File: src/rtl/piso_serializer_if.sv
// Handshake and serial-output bundle for the PISO transmitter.
// The slave side is the serializer; the master side is whoever feeds words
// in, paces the bits with enable and consumes the serial stream.
interface piso_serializer_if #(
  parameter int SIZE = 8
);
  logic [SIZE-1:0] in_data;
  logic            in_valid;
  logic            in_ready;
  logic            enable;
  logic            out;
  logic            out_valid;
  logic            busy;
  logic            done;

  modport master (
    output in_data,
    output in_valid,
    input  in_ready,
    output enable,
    input  out,
    input  out_valid,
    input  busy,
    input  done
  );

  modport slave (
    input  in_data,
    input  in_valid,
    output in_ready,
    input  enable,
    output out,
    output out_valid,
    output busy,
    output done
  );
endinterface

File: src/rtl/piso_serializer.sv
// Parallel-in serial-out transmitter with a one-word holding buffer so that
// consecutive words stream out with no idle bit between frames. One bit
// advances per cycle in which the shared enable strobe is high.
//
// state | meaning
// IDLE  | no frame on the line, out forced to 0
// SHIFT | a frame is being sent, out_valid/busy high
module piso_serializer #(
  parameter int SIZE      = 8,
  parameter bit SHIFT_DIR = 1'b0
) (
  input  logic             clk,
  input  logic             reset,
  piso_serializer_if.slave s_if
);

  if (SIZE < 2) begin : g_size_check
    $error("piso_serializer: SIZE must be >= 2");
  end

  localparam int CW = $clog2(SIZE);
  localparam logic [CW-1:0] LAST_BIT = CW'(SIZE - 1);

  typedef enum logic {
    IDLE  = 1'b0,
    SHIFT = 1'b1
  } state_t;

  state_t          state_q, state_d;
  logic [SIZE-1:0] sreg_q, sreg_d;
  logic [CW-1:0]   bit_count_q, bit_count_d;
  logic [SIZE-1:0] hold_data_q, hold_data_d;
  logic            hold_full_q, hold_full_d;
  logic            done_q, done_d;
  logic            accept;
  logic [SIZE-1:0] sreg_shifted;

  // Handshake only looks at registered state, so in_ready never depends on inputs.
  assign accept       = s_if.in_valid && !hold_full_q;
  assign sreg_shifted = SHIFT_DIR ? (sreg_q << 1) : (sreg_q >> 1);

  // Next-state decode: bypass into the shifter when nothing is queued, otherwise park in hold.
  always_comb begin
    state_d     = state_q;
    sreg_d      = sreg_q;
    bit_count_d = bit_count_q;
    hold_data_d = hold_data_q;
    hold_full_d = hold_full_q;
    done_d      = 1'b0;

    unique case (state_q)
      IDLE: begin
        if (hold_full_q) begin
          sreg_d      = hold_data_q;
          hold_full_d = 1'b0;
          bit_count_d = '0;
          state_d     = SHIFT;
        end else if (accept) begin
          sreg_d      = s_if.in_data;
          bit_count_d = '0;
          state_d     = SHIFT;
        end
      end

      SHIFT: begin
        if (s_if.enable && (bit_count_q == LAST_BIT)) begin
          done_d = 1'b1;
          if (hold_full_q) begin
            // Queued word takes over seamlessly; in_ready is low so nothing else lands.
            sreg_d      = hold_data_q;
            hold_full_d = 1'b0;
            bit_count_d = '0;
          end else if (accept) begin
            sreg_d      = s_if.in_data;
            bit_count_d = '0;
          end else begin
            sreg_d      = '0;
            bit_count_d = '0;
            state_d     = IDLE;
          end
        end else begin
          if (s_if.enable) begin
            sreg_d      = sreg_shifted;
            bit_count_d = bit_count_q + CW'(1);
          end
          if (accept) begin
            hold_data_d = s_if.in_data;
            hold_full_d = 1'b1;
          end
        end
      end

      default: state_d = IDLE;
    endcase
  end

  // State registers; reset discards any partial frame and the held word.
  always_ff @(posedge clk or negedge reset) begin
    if (!reset) begin
      state_q     <= IDLE;
      sreg_q      <= '0;
      bit_count_q <= '0;
      hold_data_q <= '0;
      hold_full_q <= 1'b0;
      done_q      <= 1'b0;
    end else begin
      state_q     <= state_d;
      sreg_q      <= sreg_d;
      bit_count_q <= bit_count_d;
      hold_data_q <= hold_data_d;
      hold_full_q <= hold_full_d;
      done_q      <= done_d;
    end
  end

  assign s_if.in_ready  = !hold_full_q;
  assign s_if.out_valid = (state_q == SHIFT);
  assign s_if.busy      = (state_q == SHIFT);
  assign s_if.done      = done_q;
  assign s_if.out       = (state_q == SHIFT) ?
                          (SHIFT_DIR ? sreg_q[SIZE-1] : sreg_q[0]) : 1'b0;

endmodule
File: src/flat_wrapper.sv
// flat-port wrapper written by rule: the top's interface ports become plain ports
module piso_serializer_flat 
#(
  parameter int SIZE      = 8,
  parameter bit SHIFT_DIR = 1'b0
)
  (clk, reset, s_if_in_data, s_if_in_valid, s_if_in_ready, s_if_enable, s_if_out, s_if_out_valid, s_if_busy, s_if_done);
  piso_serializer_if #(.SIZE(SIZE)) s_if_i ();
  input  logic clk;
  input  logic reset;
  input wire logic [$bits(s_if_i.in_data)-1:0] s_if_in_data;
  input wire logic [$bits(s_if_i.in_valid)-1:0] s_if_in_valid;
  output wire logic [$bits(s_if_i.in_ready)-1:0] s_if_in_ready;
  input wire logic [$bits(s_if_i.enable)-1:0] s_if_enable;
  output wire logic [$bits(s_if_i.out)-1:0] s_if_out;
  output wire logic [$bits(s_if_i.out_valid)-1:0] s_if_out_valid;
  output wire logic [$bits(s_if_i.busy)-1:0] s_if_busy;
  output wire logic [$bits(s_if_i.done)-1:0] s_if_done;
  assign s_if_i.in_data = s_if_in_data;
  assign s_if_i.in_valid = s_if_in_valid;
  assign s_if_in_ready = s_if_i.in_ready;
  assign s_if_i.enable = s_if_enable;
  assign s_if_out = s_if_i.out;
  assign s_if_out_valid = s_if_i.out_valid;
  assign s_if_busy = s_if_i.busy;
  assign s_if_done = s_if_i.done;
  piso_serializer #(.SIZE(SIZE), .SHIFT_DIR(SHIFT_DIR)) u_core (.clk(clk), .reset(reset), .s_if(s_if_i));
endmodule
File: config.mk
export PLATFORM = sky130hd
export DESIGN_NAME = piso_serializer_flat
export DESIGN_NICKNAME = d
export VERILOG_FILES = /design/src/rtl/piso_serializer_if.sv /design/src/rtl/piso_serializer.sv /design/src/flat_wrapper.sv
export SDC_FILE = /design/constraint.sdc
export NUM_CORES = 1
export LEC_CHECK = 0
export ABC_AREA = 0
export CAP_MARGIN = 40
export CORE_UTILIZATION = 52
export CTS_BUF_LIST = sky130_fd_sc_hd__clkbuf_4 sky130_fd_sc_hd__clkbuf_8 sky130_fd_sc_hd__clkbuf_16
export CTS_CLUSTER_DIAMETER = 200
export DETAILED_ROUTE_END_ITERATION = 10
export PLACE_DENSITY = 0.78
export SYNTH_ARGS = -nofsm -noshare
export SYNTH_HDL_FRONTEND = slang
export SYNTH_SLANG_ARGS = --single-unit
export TNS_END_PERCENT = 5
File: constraint.sdc
create_clock -name clk -period 2.4 [get_ports clk]
set_input_delay 0.36 -clock clk [delete_from_list [all_inputs] [get_ports clk]]
set_output_delay 0.36 -clock clk [all_outputs]
set_load 0.02 [all_outputs]
==> flow_metrics.tcl <==
set metrics [dict create \
    yosys.area_share.adder 0.0228 \
    final_antenna_net_count 0 \
    grt_use_total 0.203 \
    drt_iter0_drc 8 \
    die_area_sq_um 2300 \
    grt_overflow 0 \
    ys_seq_area_frac 0.502 \
    ys_types 27 \
    drtPass1Iterations 5 \
    power.density_nw_per_um2 907 \
    ctsHoldBuffers 0 \
    peakVddDrop_mv 0.516 \
    yosys_warnings 0 \
    route.met3.wl_microns 111 \
    grt_pass1_wl_microns 3110 \
    area_delta_synth_final_pct 19.5 \
    vias 766 \
    met2WireLength_microns 1010 \
    grt_max_degree 23 \
    cts_sinks 22 \
    path_clk_slew_ns 0.13 \
    vias_per_cell 5.63 \
    synth_nets 107 \
    hold_path.class "input pin to async pin" \
    slew_headroom 0.673 \
    die_w_microns 47.9 \
    initial_core_util 0.559 \
    worst_pin_slew_ns 0.491 \
    row_count 16 \
    synthTopCellsByArea "dfrtp_1 50%, mux2_2 16%, a31oi_1 3.4%" \
    slowest_stage "dfrtp_1" \
    syn_area_per_cell_sq_um 11.8 \
    rsz0062_at_grt "false" \
    synthSimpleGateAreaFrac 0.0833 \
    coreArea_sq_um 1960 \
    antenna_found_initial 0 \
    status "finished, final reports clean" \
    max_stage_delay_ns 0.66 \
    synth_xor_area_frac 0 \
    met1_length_microns 960 \
    finalPower_w 0.00119 \
    crit_fanout 13 \
    finClkSkew_ns 0.0148 \
    synthMuxAreaShare 0.174 \
    wirelength_microns 2110 \
    h-tree-depth 1 \
    worstSetupPathType "register to output port" \
    cts_resized 0 \
    cts_tree "built" \
    slew_viol_final 0 \
    ys_seq_elements 22 \
    critPathLaunchType "register" \
    fin_crit_sh 0.864 \
    cts_setup_buffers 0 \
    final_hold_viol_count 0 \
    required_ns 2.04 \
    crit_chain "inv_1, clkdlybuf4s50_1" \
    finalCriticalPeriod_ns 2.07 \
    fill_cells 168 \
    synth_top_area_frac 0.502 \
    port_buffers 16 \
    grt_pass1_vias 656 \
    clk_latency_ns 0.32 \
    synth_area_sq_um 1100 \
    synth_compound_area_frac 0.175 \
    setup_tns_ns 0 \
    die_y_microns 47.9 \
    io_pins 17 \
    leakage_nw 0.589 \
    ctsRootBufferMaster "clkbuf_4" \
    multi_input_area_sq_um 498 \
    arrival_ns 1.71 \
    utilization 0.668 \
    synth_top_family_by_area "compound AO/OA/AOI/OAI gates" \
    netlist_instances 93 \
    max_cap_violations 0 \
    finalSetupViolations 0 \
    drc 0 \
    diodes 0 \
    wl_per_cell_microns 15.5 \
    dpl.hpwl_microns 1500 \
    top_layer "met4" \
    cp-end-kind "output port" \
    seqCellArea_sq_um 551 \
    clock_path_buffers 2 \
    globalplace.congestion 0.869 \
    drive_above_1_share 0.248 \
    nets 124 \
    max_freq_mhz 482 \
    cts_buffers 3 \
    yosys.area.top_type "dfrtp_1" \
]
state kept, by name, summed over array words and instances, names as in the netlist:
signal	cells
u_core.bit_count_q	3
u_core.hold_data_q	8
u_core.hold_full_q	1
u_core.s_if.busy	1
u_core.s_if.done	1
u_core.sreg_q	8
synth_stat cells:
master,instances
a21boi_4,1
and2_4,1
o21ai_0,7
dfrtp_1,22
ha_1,2
mux2i_1,1
and2_2,1
inv_1,2
mux2_2,16
a21oi_1,7
o211ai_1,1
or2b_1,1
nor2_1,1
a32o_1,1
o211a_1,1
buf_2,2
a31oi_1,6
buf_6,2
o2bb2ai_1,1
buf_4,1
o21a_1,1
a31oi_2,1
a22o_1,1
nand3_2,1
or3_1,2
nand2_1,9
and3_2,1
power breakdown:
part	switching [W]	internal, W	leakage (nW)
logic	0.000135	0.000206	0.304
registers	0.0000740	0.000486	0.257
clock network	0.000118	0.000169	0.0279
routing by layer:
layer | global-route usage | up-vias
met4 | 0.0833 | 0
li1 | - | 372
met5 | 0 | -
met1 | 0.273 | 356
met3 | 0.0453 | 4
met2 | 0.316 | 34
worst max-delay path, delay by kind of cell, from the launching register on:
| kind | cells | cell delay, ns |
|---|---|---|
| buf+inv | 2 | 0.74 |
| flops | 1 | 0.66 |
final timing paths:
| path | startpoint | end | slack (ns) | depth (start not counted) |
|---|---|---|---|---|
| min reg2reg | u_core.hold_data_q[3] | u_core.hold_data_q[3] | 0.52 | 1 |
| min in group clk | u_core.hold_data_q[3] | u_core.hold_data_q[3] | 0.52 | 1 |
| max | u_core.hold_full_q | s_if_in_ready | 0.33 | 2 |
| max in group asynchronous | reset | u_core.bit_count_q[2] | 1.81 | 2 |
| max reg2reg | u_core.bit_count_q[0] | u_core.hold_data_q[6] | 0.55 | 5 |
| min | reset | u_core.sreg_q[6] | 0.36 | 2 |
per-stage QoR:
step / cell area [sq um] / hold WS, ns / worst slack [ns] / cells
detailed placement: 1260 / 0.494 / 0.464 / 132
finish: 1310 / 0.362 / 0.325 / 136
floorplan: 1100 / 0.0644 / 0.762 / 93
global route: 1310 / 0.386 / 0.244 / 136
CTS: 1310 / 0.362 / 0.305 / 136
global placement: 1260 / 0.480 / 0.508 / 132
cells by family (layout without fill, tap and decap cells):
| kind of cell | Yosys count | in the layout |
|---|---|---|
| multiplexers | 17 | 17 |
| adder cells (fa/ha/maj) | 2 | 2 |
| flip-flops | 22 | 22 |
| AO/OA/AOI/OAI | 28 | 28 |
| AND/OR/NAND/NOR | 17 | 17 |
| buffers and inverters | 7 | 23 |
cell type report:
| type | instances | area share |
|---|---|---|
| tap | 27 | 0.0258 |
| multi-input combinational | 64 | 0.380 |
| timing repair buffer | 17 | 0.128 |
| clock inverter | 1 | 0.0229 |
| clock buffer | 3 | 0.0172 |
| sequential | 22 | 0.420 |
| inverter | 2 | 0.00573 |
placed cells by master (no fill, tap or decap):
cell type,count
o211a_1,1
mux2_2,16
a31oi_2,1
clkdlybuf4s50_1,16
or3_1,2
clkbuf_4,3
mux2i_1,1
nor2_1,1
dfrtp_1,22
and2_2,1
a21boi_4,1
and2_4,1
ha_1,2
o21ai_0,7
o21a_1,1
a32o_1,1
a31oi_1,6
o2bb2ai_1,1
buf_4,1
nand3_2,1
a22o_1,1
or2b_1,1
and3_2,1
bufinv_16,1
nand2_1,9
o211ai_1,1
inv_1,2
a21oi_1,7
Power figures use the tool's default switching activity.
